[src/rtl/event_unit_pkg.sv]
// rtl/event_unit_pkg.sv - shared types and constants for the event unit IRQ scheduler
package event_unit_pkg;

   localparam int IRQ_ID_W = 5;
   localparam int MAX_IRQ  = 32;

   typedef enum logic [1:0] {
      IDLE    = 2'd0,
      REQ     = 2'd1,
      SERVICE = 2'd2
   } irq_sched_state_e;

endpackage

[src/rtl/event_unit_prio_enc.sv]
// rtl/event_unit_prio_enc.sv - wrapping find-first-set; start_i=0 gives fixed lowest-index priority
module event_unit_prio_enc
   import event_unit_pkg::*;
#(
   parameter int NUM_IRQ = 32
) (
   input  logic [NUM_IRQ-1:0]  req_i,
   input  logic [IRQ_ID_W-1:0] start_i,
   output logic                valid_o,
   output logic [IRQ_ID_W-1:0] id_o
);

   localparam int SW = IRQ_ID_W + 1;

   logic [NUM_IRQ-1:0] rot;
   logic [SW-1:0]      sum;

   // Rotate so the start index lands on bit 0; the lowest set bit of rot is the winner.
   assign rot = NUM_IRQ'({req_i, req_i} >> start_i);

   always_comb begin
      valid_o = 1'b0;
      sum     = '0;
      for (int i = NUM_IRQ - 1; i >= 0; i--) begin
         if (rot[i]) begin
            valid_o = 1'b1;
            sum     = SW'(start_i) + SW'(i);
         end
      end
      if (sum >= SW'(NUM_IRQ)) begin
         sum = sum - SW'(NUM_IRQ);
      end
      id_o = sum[IRQ_ID_W-1:0];
   end

endmodule

[src/rtl/event_unit_irq_sched.sv]
// rtl/event_unit_irq_sched.sv - IRQ scheduler: req/ack/eoi handshake with the core, ack timeout.
// EVENT_UNIT_IRQ_RR_EN selects round-robin arbitration; fixed priority otherwise.
module event_unit_irq_sched
   import event_unit_pkg::*;
#(
   parameter int NUM_IRQ     = 32,
   parameter int ACK_TIMEOUT = 256
) (
   input  logic                HCLK,
   input  logic                HRESETn,
   input  logic [NUM_IRQ-1:0]  irq_pending_i,
   input  logic [NUM_IRQ-1:0]  irq_enable_i,
   input  logic                sched_en_i,
   output logic                irq_req_o,
   output logic [IRQ_ID_W-1:0] irq_id_o,
   input  logic                irq_ack_i,
   input  logic                irq_eoi_i,
   output logic [NUM_IRQ-1:0]  irq_clr_o,
   output logic                timeout_o,
   output logic                busy_o
);

   localparam int             CNT_W   = (ACK_TIMEOUT > 0) ? $clog2(ACK_TIMEOUT + 1) : 1;
   localparam bit             TO_EN   = (ACK_TIMEOUT != 0);
   localparam [CNT_W-1:0]     CNT_SAT = CNT_W'(ACK_TIMEOUT);
   localparam [CNT_W-1:0]     TO_LAST = TO_EN ? CNT_W'(ACK_TIMEOUT - 1) : '0;

   irq_sched_state_e    state_q;
   logic                req_q;
   logic                busy_q;
   logic                timeout_q;
   logic [IRQ_ID_W-1:0] id_q;
   logic [IRQ_ID_W-1:0] last_grant_q;
   logic [CNT_W-1:0]    cnt_q;
   logic [NUM_IRQ-1:0]  clr_q;

   logic [NUM_IRQ-1:0]  cand;
   logic [MAX_IRQ-1:0]  cand_ext;
   logic [MAX_IRQ-1:0]  onehot_ext;
   logic [IRQ_ID_W-1:0] arb_start;
   logic                arb_valid;
   logic [IRQ_ID_W-1:0] arb_id;

   assign cand       = irq_pending_i & irq_enable_i;
   assign cand_ext   = MAX_IRQ'(cand);
   assign onehot_ext = MAX_IRQ'(1) << id_q;

`ifdef EVENT_UNIT_IRQ_RR_EN
   assign arb_start = (last_grant_q == IRQ_ID_W'(NUM_IRQ - 1)) ? '0 : last_grant_q + IRQ_ID_W'(1);
`else
   assign arb_start = '0;
   logic unused_last_grant;
   assign unused_last_grant = ^last_grant_q;
`endif

   event_unit_prio_enc #(
      .NUM_IRQ (NUM_IRQ)
   ) u_prio_enc (
      .req_i   (cand),
      .start_i (arb_start),
      .valid_o (arb_valid),
      .id_o    (arb_id)
   );

   always_ff @(posedge HCLK or negedge HRESETn) begin
      if (!HRESETn) begin
         state_q      <= IDLE;
         req_q        <= 1'b0;
         busy_q       <= 1'b0;
         timeout_q    <= 1'b0;
         id_q         <= '0;
         last_grant_q <= IRQ_ID_W'(NUM_IRQ - 1);
         cnt_q        <= '0;
         clr_q        <= '0;
      end else begin
         clr_q     <= '0;
         timeout_q <= 1'b0;
         case (state_q)
            IDLE: begin
               if (sched_en_i && arb_valid) begin
                  state_q <= REQ;
                  req_q   <= 1'b1;
                  busy_q  <= 1'b1;
                  id_q    <= arb_id;
                  cnt_q   <= '0;
               end
            end
            REQ: begin
               if (cnt_q != CNT_SAT) begin
                  cnt_q <= cnt_q + CNT_W'(1);
               end
               // Ack beats withdraw and timeout in the same cycle.
               if (irq_ack_i) begin
                  state_q      <= SERVICE;
                  req_q        <= 1'b0;
                  clr_q        <= onehot_ext[NUM_IRQ-1:0];
                  last_grant_q <= id_q;
               end else if (!cand_ext[id_q] || !sched_en_i) begin
                  state_q <= IDLE;
                  req_q   <= 1'b0;
                  busy_q  <= 1'b0;
               end else if (TO_EN && (cnt_q == TO_LAST)) begin
                  state_q      <= IDLE;
                  req_q        <= 1'b0;
                  busy_q       <= 1'b0;
                  timeout_q    <= 1'b1;
                  last_grant_q <= id_q;
               end
            end
            SERVICE: begin
               if (irq_eoi_i) begin
                  state_q <= IDLE;
                  busy_q  <= 1'b0;
               end
            end
            default: begin
               state_q <= IDLE;
               req_q   <= 1'b0;
               busy_q  <= 1'b0;
            end
         endcase
      end
   end

   assign irq_req_o = req_q;
   assign irq_id_o  = id_q;
   assign irq_clr_o = clr_q;
   assign timeout_o = timeout_q;
   assign busy_o    = busy_q;

endmodule

[config.mk]
export PLATFORM = sky130hd
export DESIGN_NAME = event_unit_irq_sched
export DESIGN_NICKNAME = d
export VERILOG_FILES = /design/src/rtl/event_unit_pkg.sv /design/src/rtl/event_unit_prio_enc.sv /design/src/rtl/event_unit_irq_sched.sv
export SDC_FILE = /design/constraint.sdc
export NUM_CORES = 1
export LEC_CHECK = 0
export BUFFER_PORTS_ARGS = -buffer_cell sky130_fd_sc_hd__buf_4
export CAP_MARGIN = 20
export CORE_MARGIN = 5
export CORE_UTILIZATION = 50
export DETAILED_ROUTE_END_ITERATION = 6
export HOLD_SLACK_MARGIN = 0.12
export PLACE_DENSITY_LB_ADDON = 0.08
export SLEW_MARGIN = 20
export SYNTH_ARGS = -nofsm -noshare
export SYNTH_HDL_FRONTEND = slang
export SYNTH_SLANG_ARGS = --single-unit
[constraint.sdc]
create_clock -name HCLK -period 6.3 [get_ports HCLK]
set_clock_uncertainty 0.05 [all_clocks]
set_input_delay 1.26 -clock HCLK [delete_from_list [all_inputs] [get_ports HCLK]]
set_output_delay 1.26 -clock HCLK [all_outputs]
set_load 0.1 [all_outputs]
# Word-level counts from Yosys, hierarchy flattened
# Index checks and enable logic that the tools add are counted.
[classes]
add_sub_neg = 2
n_lt_le_gt_ge = 2
n_eq_ne = 10
n_shift = 1
muxes = 90
bitwise_logic = 2
n_reduce_logical = 11
[ops]
columns = ["op", "count"]
rows = [
  ["$mux 5", 33],
  ["$mux 32", 2],
  ["$mux 1", 43],
  ["$and 32x32->32", 1],
  ["$shl 1x5->32 const A", 1],
  ["$mux 9", 2],
  ["$pmux 9 s2", 1],
  ["$mux 2", 5],
  ["$add 9x1->9 const B", 1],
  ["$eq 9x8->1 const B", 1],
  ["$ne 9x9->1 const B", 1],
  ["$reduce_and 3->1", 3],
  ["$ne 2x2->1 const B", 4],
  ["$ge 5x6->1 const B", 1],
  ["$lt 5x6->1 const B", 1],
  ["$pmux 1 s3", 2],
  ["$pmux 2 s3", 1],
  ["$bmux 1 s5", 1],
  ["$sub 5x1->5 const B", 1],
  ["$ne 4x4->1 const B", 1],
  ["$reduce_and 4->1", 1],
  ["$ne 3x3->1 const B", 1],
  ["$eq 2x1->1 const B", 1],
  ["$eq 2x2->1 const B", 1],
  ["7 further kinds", 8],
]
[totals]
register_bits = 51

# Depth between registers and ports, before layout
[logic_depth]
word_depth = 36
mapped_depth = 9
depth_no_buf = 8

# Hierarchy
# A second synthesis with hierarchy kept.
[hier_totals]
hier_cells = 889
area_unflattened_um2 = 8122.8
[by_module_without_submodules]
columns = ["mod", "instances", "cells_each", "area_per_inst_um2"]
rows = [
  ["event_unit_prio_enc", 1, 632, 5531.6],
  ["event_unit_irq_sched", 1, 257, 2591.2],
]

# Least setup slack after synthesis
# OpenSTA, ideal clock, no wires.
[synth_timing]
path_type = "input to register"
start = "input port irq_pending_i[24]"
end = "register cnt_q[5]"
arrival_ps = 2636
path_slack_ps = 3483
path_stages = 8
path_buffers = 1
cell_sequence = "a22o_1 > nor4_1 > a41oi_1 > o21ai_2 > buf_4 > nor3_1 > xnor2_1 > nor2_1"
[synth_via]
elab_chain_cells = 29
[synth_rtl]
columns = ["element", "line", "text"]
rows = [
  ["start: declaration", "event_unit_irq_sched.sv:11", "input logic [NUM_IRQ-1:0] irq_pending_i,"],
  ["$and 32x32->32", "event_unit_irq_sched.sv:44", "assign cand = irq_pending_i & irq_enable_i;"],
  ["$mux 1 (25 in series)", "event_unit_prio_enc.sv:25", "if (rot[i]) begin"],
  ["$logic_and 1x1->1", "event_unit_irq_sched.sv:80", "if (sched_en_i && arb_valid) begin"],
  ["$ne 2x2->1 (no source line)", "--", ""],
  ["$reduce_and 3->1 (no source line)", "--", ""],
  ["end signal: assignment", "event_unit_irq_sched.sv:90", "cnt_q <= cnt_q + CNT_W'(1);"],
  ["end: declaration", "event_unit_irq_sched.sv:34", "logic [CNT_W-1:0] cnt_q;"],
]
# No other way between the ends.
# A chain may end at the register's enable or synchronous reset.

# Worst setup path after layout
[layout_timing]
start = "input port irq_pending_i[23]"
end = "register cnt_q[6]"
[layout_via]
elab_chain_cells = 28
[layout_rtl]
columns = ["element", "line"]
rows = [
  ["$and 32x32->32", "event_unit_irq_sched.sv:44"],
  ["$mux 1 (24 in series)", "event_unit_prio_enc.sv:25"],
  ["$logic_and 1x1->1", "event_unit_irq_sched.sv:80"],
  ["$ne 2x2->1 (no source line)", "--"],
  ["$reduce_and 3->1 (no source line)", "--"],
]
# No other way between the ends.

==> results.json <==
{
  "num-fill-cells": 475,
  "total_of_flip_flops_plus_latches_after_synthesis": 51,
  "r2r_slack_ns": 3.63,
  "layout-drive-gt1-share_pct": 31.7,
  "initial_core_util_pct": 51.7,
  "hold_path.startpoint": "busy_o$_DFFE_PN0P_",
  "layoutNonFillerInstCount": 498,
  "power.sequential.fraction_pct": 34.2,
  "timing.max_cap.violations": 0,
  "fin_setup_tns_ns": 0,
  "globalRoute.totalOverflow": 0,
  "asyncSetResetFlopFracSynth_pct": 100,
  "grt.total_usage_pct": 22.1,
  "combPwrFrac_pct": 46.3,
  "worst_setup_path_end_kind": "register",
  "worstSkewPairLatency_ns": 0.30,
  "critPathKind": "in2reg",
  "timing.hold.worst.class": "reg2reg",
  "die-height_um": 85.7,
  "design_area_mm2": 0.00384,
  "sequential_cell_area_mm2": 0.00128,
  "cts.root.buffer_cell": "clkbuf_8",
  "cts_tree": "built",
  "power.net_switching_mw": 0.623,
  "clk_pin_slew_worst_paths_ns": 0.09,
  "coreArea_mm2": 0.00554,
  "critPathArrivalTime_ns": 3.27,
  "core.rowCount": 27,
  "run_status": "finished clean",
  "syn_to_final_growth_pct": 34.1,
  "post-cts-setup-buffer-count": 0,
  "layout_common_cells": "109 x buf_4, 56 x nand2_1, 51 x dfrtp_1",
  "min_to": "busy_o$_DFFE_PN0P_",
  "holdBufCountCts": 0,
  "synth.net_count": 390,
  "worstPathMaxFanout": 13,
  "postLayoutCoreUtil_pct": 69.3,
  "drt_iter0_markers": 160,
  "post-route-drc-count": 0,
  "regToRegStartpoint": "irq_id_o[1]$_DFFE_PN0P_",
  "final-max-slew-violation-count": 0,
  "place_area_mm2": 0.00370,
  "ys.flop_type": "dfrtp_1",
  "buffers_from_clock_root_to_sink_at_most": 2,
  "cts_htree_levels": 2,
  "grt_setup_unrepaired": "false",
  "place.port_buffers": 108,
  "power_leakage_nw": 1.82,
  "placed_cells_incl_taps": 489,
  "switching_share_pct": 46.2,
  "gp_congestion": 0.918,
  "crit_slowest_cell": "nor4_1",
  "pwr-share-clk_pct": 19.5,
  "pd_cells_mw_per_mm2": 351,
  "whs_path_depth": 1,
  "io_pins": 109,
  "total_number_of_cells_along_the_worst_setup_path": 8,
  "final.period_utilization_pct": 49.6,
  "final_common_cell": "buf_4",
  "num-nets-final": 497,
  "vias_per_cell": 5.66,
  "routed_wl_um": 7930,
  "number_of_enable_type_register_cells_in_the_synthesized_netlist": 0,
  "synth.distinct_cells": 59,
  "seq_area_frac_synth_pct": 44.6,
  "finalWorstPathRequiredPeriod_ns": 3.13,
  "synth_warnings": 0,
  "synthesized_area_mm2": 0.00286,
  "grt_max_degree": 52,
  "cts_repair_resize_count": 0,
  "grt_pass1_vias": 2821,
  "n_antenna_cell": 0,
  "dp_hpwl_um": 6250,
  "cts.sink_count": 51,
  "first_pass_grt_wire_length_um": 13000,
  "syn-instance-count": 318,
  "ff2ff_path_depth": 7,
  "drt_pass1_iterations": 5,
  "setup_viol": 0,
  "fin_hold_ws_ns": 0.473,
  "worstReg2RegEnd": "busy_o$_DFFE_PN0P_",
  "fmax_mhz": 320,
  "ir_drop_uv": 361,
  "cp_data_required_time_ns": 6.45,
  "worstPathBufferInverterCount": 1,
  "timing.max_slew.rel_slack_pct": 48.5,
  "worst_path_largest_cell_delay_ns": 0.60,
  "numCtsBuffers": 5,
  "internal_power_mw": 0.724,
  "final_routed_wire_length_divided_by_cell_count_um": 15.9,
  "multi_input_area_mm2": 0.00148,
  "die_width_um": 85.7,
  "die_area_mm2": 0.00734,
  "number_of_hold_slack_violations_in_the_final_timing_report": 0,
  "timing.critical_path.max_delay_family": "compound AO/OA/AOI/OAI gates",
  "ant_nets": 0,
  "startpoint_type": "input pin",
  "critical_path.cell_chain": "buf_4, a22o_1, nor4_1, a41oi_1, o21ai_2, nor3_1, xnor2_1, nor2_1",
  "number_of_antenna_violations_at_the_first_check_in_global_routing": 0,
  "max_slew.worst_pin.slew_ns": 0.773,
  "num_vias": 2820,
  "synthesis.area_per_instance_um2": 9.01
}
[Yosys cell counts, types with 4 or more instances]
cell type	instances	area [um^2]
o21ai_0	8	40.0
o21ai_1	5	25.0
dfrtp_1	51	1280
nor3_1	6	30.0
and2_1	4	25.0
inv_1	9	33.8
xnor2_1	4	35.0
a21oi_1	10	50.1
o22ai_1	4	25.0
nor2_1	50	188
a22oi_1	6	45.0
a31oi_1	7	43.8
nand3_1	20	100
a22o_1	12	105
nand2_1	56	210
[cells by family (layout without fill, tap and decap cells)]
logic type	count (synthesis)	count (layout)	synth area share (%)
mux	3	3	2.36
xor+xnor	4	4	1.22
buf+inv	20	128	3.71
flops	51	51	44.6
compound gates	75	75	19.9
simple gates	162	162	27.0
fa+ha+maj	3	3	1.31
[layer usage]
metal,GRT usage [%],part of all wire (%)
met4,7.48,2.0
met5,0,0
met2,39.6,51
met3,3.75,6.9
met1,26.8,40
[how the worst max path moves through the flow]
| stage | start | to | slack [ns] |
|---|---|---|---|
| after floorplan | irq_pending_i[24] | cnt_q[5]$_DFFE_PN0P_ | 3.48 |
| after global placement | irq_pending_i[21] | cnt_q[5]$_DFFE_PN0P_ | 2.90 |
| after detailed placement | irq_pending_i[21] | cnt_q[6]$_DFFE_PN0P_ | 2.82 |
| after CTS | irq_pending_i[21] | cnt_q[6]$_DFFE_PN0P_ | 3.16 |
| after global routing | irq_pending_i[21] | cnt_q[5]$_DFFE_PN0P_ | 3.02 |
| final | irq_pending_i[23] | cnt_q[6]$_DFFE_PN0P_ | 3.17 |
[power groups by stage]
stage	sequential (mW)	clock, mW	combinational, mW
global placement	0.464	0	0.614
floorplan	0.613	0	0.328
CTS	0.460	0.265	0.622
finish	0.460	0.263	0.624
detailed placement	0.465	0	0.619
global route	0.472	0.277	0.670
[area by class of cell]
type                            count  share of cell area [%]
Clock buffer                        6                    1.89
Tap cell                           72                    2.35
Multi-Input combinational cell    247                    38.6
Inverter                           11                    1.08
Sequential cell                    51                    33.2
Timing Repair Buffer              109                    21.3
Clock inverter                      2                    1.56
[sequential cells by signal (all words and copies together), names as in the netlist]
| signal | flops |
|---|---|
| irq_clr_o | 32 |
| busy_o | 1 |
| timeout_o | 1 |
| cnt_q | 9 |
| irq_id_o | 5 |
| state_q | 2 |
| irq_req_o | 1 |
[through the flow]
stage	setup slack (ns)	total power [mW]
after floorplan	3.48	0.941
after global placement	2.90	1.08
after detailed placement	2.82	1.08
after CTS	3.16	1.35
after global routing	3.02	1.42
final	3.17	1.35
(Power assumes the default switching activity.)
